[src/rtl/pmc_pkg.sv]
// Shared types and default sizing for the pixel-matrix deserializer.
package pmc_pkg;

   localparam int NCH_DEFAULT   = 32;
   localparam int WIDTH_DEFAULT = 16;

   typedef enum logic [1:0] {
      ST_IDLE,
      ST_WAITING,
      ST_ACTIVE
   } state_t;

endpackage

[src/rtl/pmc_lane_shifter.sv]
// One channel's shadow word: drops a serial bit at an arbitrary index.
// word_next is the shadow as it will be after this edge, so the top can commit
// a finished word in the same cycle the final bit arrives.
module pmc_lane_shifter
   import pmc_pkg::*;
#(
   parameter int WIDTH = WIDTH_DEFAULT,
   parameter int IDXW  = $clog2(WIDTH)
) (
   input  logic             clk,
   input  logic             rst_n,
   input  logic             clr,
   input  logic             cap,
   input  logic             start,
   input  logic [IDXW-1:0]  idx,
   input  logic             din,
   output logic [WIDTH-1:0] word_next
);

   logic [WIDTH-1:0] shadow_q;
   logic [WIDTH-1:0] shadow_d;

   always_comb begin
      shadow_d = shadow_q;
      if (clr) begin
         shadow_d = '0;
      end else if (cap) begin
         if (start) begin
            shadow_d = '0;
         end
         shadow_d[idx] = din;
      end
   end

   assign word_next = shadow_d;

   always_ff @(posedge clk or negedge rst_n) begin
      if (!rst_n) begin
         shadow_q <= '0;
      end else begin
         shadow_q <= shadow_d;
      end
   end

endmodule

[src/rtl/pmc_deserializer.sv]
// Pixel-matrix deserializer: collects WIDTH serial bits per channel inside an
// sh window and publishes complete words atomically on rdata with an rvalid pulse.
module pmc_deserializer
   import pmc_pkg::*;
#(
   parameter int NCH   = NCH_DEFAULT,
   parameter int WIDTH = WIDTH_DEFAULT
) (
   input  logic                      clk,
   input  logic                      rst_n,
   input  logic                      sh,
   input  logic                      pclk,
   input  logic [NCH-1:0]            pm_data_dout,
   input  logic                      msb_first,
   input  logic                      clear,
   output logic [NCH-1:0][WIDTH-1:0] rdata,
   output logic                      rvalid,
   output logic [7:0]                word_cnt,
   output logic                      abort_err,
   output logic                      busy
);

   localparam int              IDXW     = $clog2(WIDTH);
   localparam logic [IDXW-1:0] LAST_IDX = IDXW'(WIDTH - 1);

   state_t                    state_q, state_d;
   logic [IDXW-1:0]           bit_cnt_q, bit_cnt_d;
   logic                      msb_q, msb_d;
   logic [NCH-1:0][WIDTH-1:0] rdata_q, rdata_d;
   logic                      rvalid_q, rvalid_d;
   logic [7:0]                word_cnt_q, word_cnt_d;
   logic                      abort_q, abort_d;

   logic                      cap;
   logic                      start;
   logic                      shadow_clr;
   logic                      commit;
   logic                      msb_eff;
   logic [IDXW-1:0]           bit_idx;
   logic [NCH-1:0][WIDTH-1:0] lane_word;

   always_comb begin
      state_d    = state_q;
      bit_cnt_d  = bit_cnt_q;
      msb_d      = msb_q;
      word_cnt_d = word_cnt_q;
      abort_d    = abort_q;
      cap        = 1'b0;
      start      = 1'b0;
      shadow_clr = 1'b0;
      commit     = 1'b0;
      msb_eff    = msb_q;

      if (clear) begin
         state_d    = ST_IDLE;
         bit_cnt_d  = '0;
         word_cnt_d = '0;
         abort_d    = 1'b0;
         shadow_clr = 1'b1;
      end else begin
         case (state_q)
            ST_IDLE: begin
               if (sh) begin
                  state_d = ST_WAITING;
               end
            end
            ST_WAITING: begin
               // Bit order is latched with the first bit and held for the word.
               if (pclk) begin
                  cap       = 1'b1;
                  start     = 1'b1;
                  msb_eff   = msb_first;
                  msb_d     = msb_first;
                  bit_cnt_d = IDXW'(1);
                  state_d   = ST_ACTIVE;
               end else if (!sh) begin
                  state_d = ST_IDLE;
               end
            end
            ST_ACTIVE: begin
               if (pclk) begin
                  cap = 1'b1;
                  if (bit_cnt_q == LAST_IDX) begin
                     commit    = 1'b1;
                     bit_cnt_d = '0;
                     state_d   = sh ? ST_WAITING : ST_IDLE;
                  end else if (!sh) begin
                     shadow_clr = 1'b1;
                     bit_cnt_d  = '0;
                     abort_d    = 1'b1;
                     state_d    = ST_IDLE;
                  end else begin
                     bit_cnt_d = bit_cnt_q + 1'b1;
                  end
               end else if (!sh) begin
                  shadow_clr = 1'b1;
                  bit_cnt_d  = '0;
                  abort_d    = 1'b1;
                  state_d    = ST_IDLE;
               end
            end
            default: begin
               state_d = ST_IDLE;
            end
         endcase
      end

      rvalid_d = commit;
      if (commit && (word_cnt_q != 8'hFF)) begin
         word_cnt_d = word_cnt_q + 8'd1;
      end
   end

   assign bit_idx = msb_eff ? (LAST_IDX - bit_cnt_q) : bit_cnt_q;

   always_comb begin
      rdata_d = rdata_q;
      if (clear) begin
         rdata_d = '0;
      end else if (commit) begin
         rdata_d = lane_word;
      end
   end

   for (genvar i = 0; i < NCH; i++) begin : g_lane
      pmc_lane_shifter #(
         .WIDTH (WIDTH),
         .IDXW  (IDXW)
      ) u_lane (
         .clk       (clk),
         .rst_n     (rst_n),
         .clr       (shadow_clr),
         .cap       (cap),
         .start     (start),
         .idx       (bit_idx),
         .din       (pm_data_dout[i]),
         .word_next (lane_word[i])
      );
   end

   always_ff @(posedge clk or negedge rst_n) begin
      if (!rst_n) begin
         state_q    <= ST_IDLE;
         bit_cnt_q  <= '0;
         msb_q      <= 1'b0;
         rdata_q    <= '0;
         rvalid_q   <= 1'b0;
         word_cnt_q <= '0;
         abort_q    <= 1'b0;
      end else begin
         state_q    <= state_d;
         bit_cnt_q  <= bit_cnt_d;
         msb_q      <= msb_d;
         rdata_q    <= rdata_d;
         rvalid_q   <= rvalid_d;
         word_cnt_q <= word_cnt_d;
         abort_q    <= abort_d;
      end
   end

   assign rdata     = rdata_q;
   assign rvalid    = rvalid_q;
   assign word_cnt  = word_cnt_q;
   assign abort_err = abort_q;
   assign busy      = (state_q != ST_IDLE);

endmodule

[config.mk]
export PLATFORM = sky130hd
export DESIGN_NAME = pmc_deserializer
export DESIGN_NICKNAME = d
export VERILOG_FILES = /design/src/rtl/pmc_pkg.sv /design/src/rtl/pmc_lane_shifter.sv /design/src/rtl/pmc_deserializer.sv
export SDC_FILE = /design/constraint.sdc
export NUM_CORES = 2
export LEC_CHECK = 0
export CAP_MARGIN = 0
export CORE_MARGIN = 2
export CORE_UTILIZATION = 35
export CTS_CLUSTER_DIAMETER = 60
export DETAILED_ROUTE_END_ITERATION = 10
export PLACE_DENSITY_LB_ADDON = 0.3
export RECOVER_POWER = 100
export SETUP_SLACK_MARGIN = 0.4
export SYNTH_ARGS = -nofsm -noshare
export SYNTH_HDL_FRONTEND = slang
export SYNTH_SLANG_ARGS = --single-unit
[constraint.sdc]
create_clock -name clk -period 3.2 [get_ports clk]
set_clock_uncertainty 0.1 [all_clocks]
set_input_delay 0.8 -clock clk [delete_from_list [all_inputs] [get_ports clk]]
set_output_delay 0.8 -clock clk [all_outputs]
set_load 0.02 [all_outputs]
==> results.py <==
metrics = {
    "job": {
        "cap_violations": 1,
    },
    "synth": {
        "synth.largest_area_cell": "dfrtp_1",
        "ys_top_cells_by_area": "dfrtp_1, a22o_1, a221o_1, a32o_1, nor2_1",
        "async_flop_share_pct": 100,
        "synthCells": 3013,
        "syn_area_um2": 40000,
        "synth_flop_cell": "dfrtp_1",
        "syn_nets": 3057,
        "synth_top_area_share_pct": 65.1,
        "synth_common_cells": "dfrtp_1, nor2_1, a22o_1",
        "synth.avg_cell_area_um2": 13.3,
        "ys_ff_latch": 1041,
        "yosysMostFrequentCell": "dfrtp_1",
        "ys_seq_area_share_pct": 65.1,
        "synth_edf_count": 0,
        "yosys_warnings": 0,
        "synth_cell_types": 67,
    },
    "floorplanning": {
        "core_um2": 114000,
        "rows": 124,
        "die_area_um2": 117000,
        "die_h_um": 342,
        "die_x_um": 342,
        "ios": 561,
        "start_util_pct": 35.1,
    },
    "detailed_routing": {
        "drt-wirelength-per-cell_um": 27.8,
        "avgViaCountPerCell": 5.91,
        "route.vias.total": 31086,
        "drcViolationCount": 0,
        "antenna_left": 0,
        "first_iter_violations": 2955,
        "drt-total-wl_um": 146000,
        "drt_pre_antenna_iters": 5,
    },
    "setup_path": {
        "r2r_start": "bit_cnt_q[0]",
        "setup.worst_path.class": "flop to flop",
        "cp_num_buf_inv": 3,
        "r2r.worst_path.cells": 8,
        "crit_fanout": 21,
        "worstPathCellList": "ha_1 -> and3_1 -> nand3_2 -> clkbuf_1 -> buf_4 -> a21oi_2 -> buf_12 -> a221o_1",
        "critPathLaunchType": "flop",
        "crit_family": "buffers and inverters",
        "crit_required_ps": 3670,
        "crit_slowest_cell": "dfrtp_1",
        "worstSetupEndpointType": "flop",
        "r2r_setup_slack_ps": 300,
        "cp_data_arrival_time_ps": 3370,
        "r2r-end": "rdata[396]",
        "max_stage_delay_ps": 500,
    },
    "global_routing": {
        "grt.total_usage_pct": 24.5,
        "grt_pass1_wl_um": 215000,
        "antenna_found_initial": 4,
        "grt_pass1_vias": 30934,
        "grt_max_degree": 80,
        "grt_remaining_overflow": 0,
    },
    "pwr": {
        "p_leak_uw": 0.0254,
        "max-vdd-ir-drop_mv": 0.407,
        "design_power_total_uw": 28600,
        "p_per_area_nw_per_um2": 533,
    },
    "cts": {
        "clockBufferDepth": 3,
        "cts_tree": "yes",
        "cts.sinks": 1041,
        "htreeDepth": 3,
        "clk-insertion-delay-late_ps": 710,
        "clk_root_buffer_cell": "clkbuf_16",
        "clk_pin_slew_worst_paths_ps": 60,
        "numCtsBuffers": 111,
    },
    "finish": {
        "area_delta_synth_final_pct": 33.9,
        "drive_gt1_share_pct": 13.8,
        "nets": 3692,
    },
    "timing": {
        "fin_setup_tns_ps": 0,
        "rsz0062_at_grt": "true",
        "hold_viol": 0,
        "slew_headroom_pct": -54.3,
        "fin_crit_sh_pct": 90.5,
        "layout_min_cycle_time_ps": 2900,
        "setup_ws_ps": 304,
        "slew_viol_final": 42,
        "tightest_slew_ps": 2310,
        "setup_viol": 0,
        "fmax_mhz": 345,
    },
    "status": {
        "violations": "capacitance limit, slew limit",
        "outcome": "complete, but fails checks",
    },
    "place": {
        "gp_congestion": 0.831,
        "portBuffers": 560,
        "pre_cts_ws_ps": -215,
        "dp_hpwl_um": 96300,
    },
    "min_path": {
        "hp-start": "g_lane[0].u_lane.shadow_q[8]",
        "hold_depth": 1,
        "min_delay_worst_endpoint": "rdata[8]",
        "hold_class": "flop to flop",
    },
}
==> power breakdown <==
group	total [µW]	internal (µW)	switching, µW
clock network	13700	8150	5540
registers	13200	13200	19.2
logic	1660	444	1220
total	28600	21800	6780
==> final cells by class <==
cell class	instances	area, µm²
Multi-Input combinational cell	1634	12800
Antenna cell	2	5.00
Fill cell	10169	60300
Clock buffer	162	3300
Timing Repair Buffer	849	8890
Clock inverter	47	606
Tap cell	1512	1890
Inverter	11	43.8
Sequential cell	1041	26100
==> stage by stage <==
step / hold WS (ps) / std cells / utilization, % / area, µm²
6_report: 374 / 5258 / 47.0 / 53600
5_1_grt: 389 / 5256 / 47.0 / 53600
4_1_cts: 28.8 / 5249 / 47.1 / 53700
3_5_place_dp: 374 / 5038 / 43.7 / 49700
3_3_place_gp: 371 / 5038 / 43.7 / 49700
2_1_floorplan: 357 / 3013 / - / 40000
==> layout by cell type, fill, tap and decap left out, types with 19 or more instances in the layout <==
| master | n |
|---|---|
| nor2_4 | 19 |
| clkdlybuf4s50_1 | 35 |
| clkbuf_1 | 48 |
| clkbuf_16 | 117 |
| a221o_1 | 258 |
| a22o_1 | 352 |
| buf_12 | 97 |
| a32o_1 | 161 |
| clkinv_2 | 20 |
| buf_4 | 153 |
| nor2_1 | 370 |
| a32oi_1 | 97 |
| nand2_1 | 44 |
| o2bb2ai_1 | 160 |
| dlygate4sd3_1 | 515 |
| dfrtp_1 | 1038 |
| nand3_1 | 43 |
| clkbuf_8 | 25 |
==> repair_timing <==
item	4_1_cts	5_1_grt
hold buffers	0	0
resized for setup	10	16
setup buffers	0	4
endpoints found under the setup margin	39	306
pin swaps	2	3
cloned	2	3
==> registers in the layout, summed over array words and instances, names as in the netlist <==
| signal | flops |
|---|---|
| g_lane.u_lane.shadow_q | 512 |
| rdata | 512 |
| word_cnt | 8 |
| bit_cnt_q | 4 |
| state_q | 2 |
| abort_err | 1 |
| msb_q | 1 |
| rvalid | 1 |
==> per-layer routing <==
metal	up-vias	wire length (µm)	track usage [%]
li1	13059	-	-
met1	16398	62700	34.8
met2	1388	67700	37.9
met3	239	11000	4.46
met4	2	4760	7.95
met5	-	7	0
==> kinds of logic (layout without fill, tap and decap cells) <==
logic type	count (synthesis)	in the layout	share of synthesized area [%]
flip-flops	1041	1041	65.1
AND/OR/NAND/NOR	514	517	5.39
AO/OA/AOI/OAI	1095	1095	25.0
adder cells (fa/ha/maj)	6	6	0.188
buffers and inverters	341	1069	3.75
other	0	2	0
multiplexers	16	16	0.547
==> how the worst max path moves through the flow <==
stage | from | end | slack [ps] | depth (start not counted)
after CTS | state_q[0] | busy | 340 | 4
after floorplan | pclk | rdata[108] | 580 | 8
after detailed placement | pclk | rdata[65] | -220 | 7
after global routing | pclk | rdata[12] | 200 | 9
after global placement | pclk | rdata[353] | -190 | 7
final | bit_cnt_q[0] | rdata[396] | 300 | 8
No activity file was read; power rests on OpenSTA's default activity.
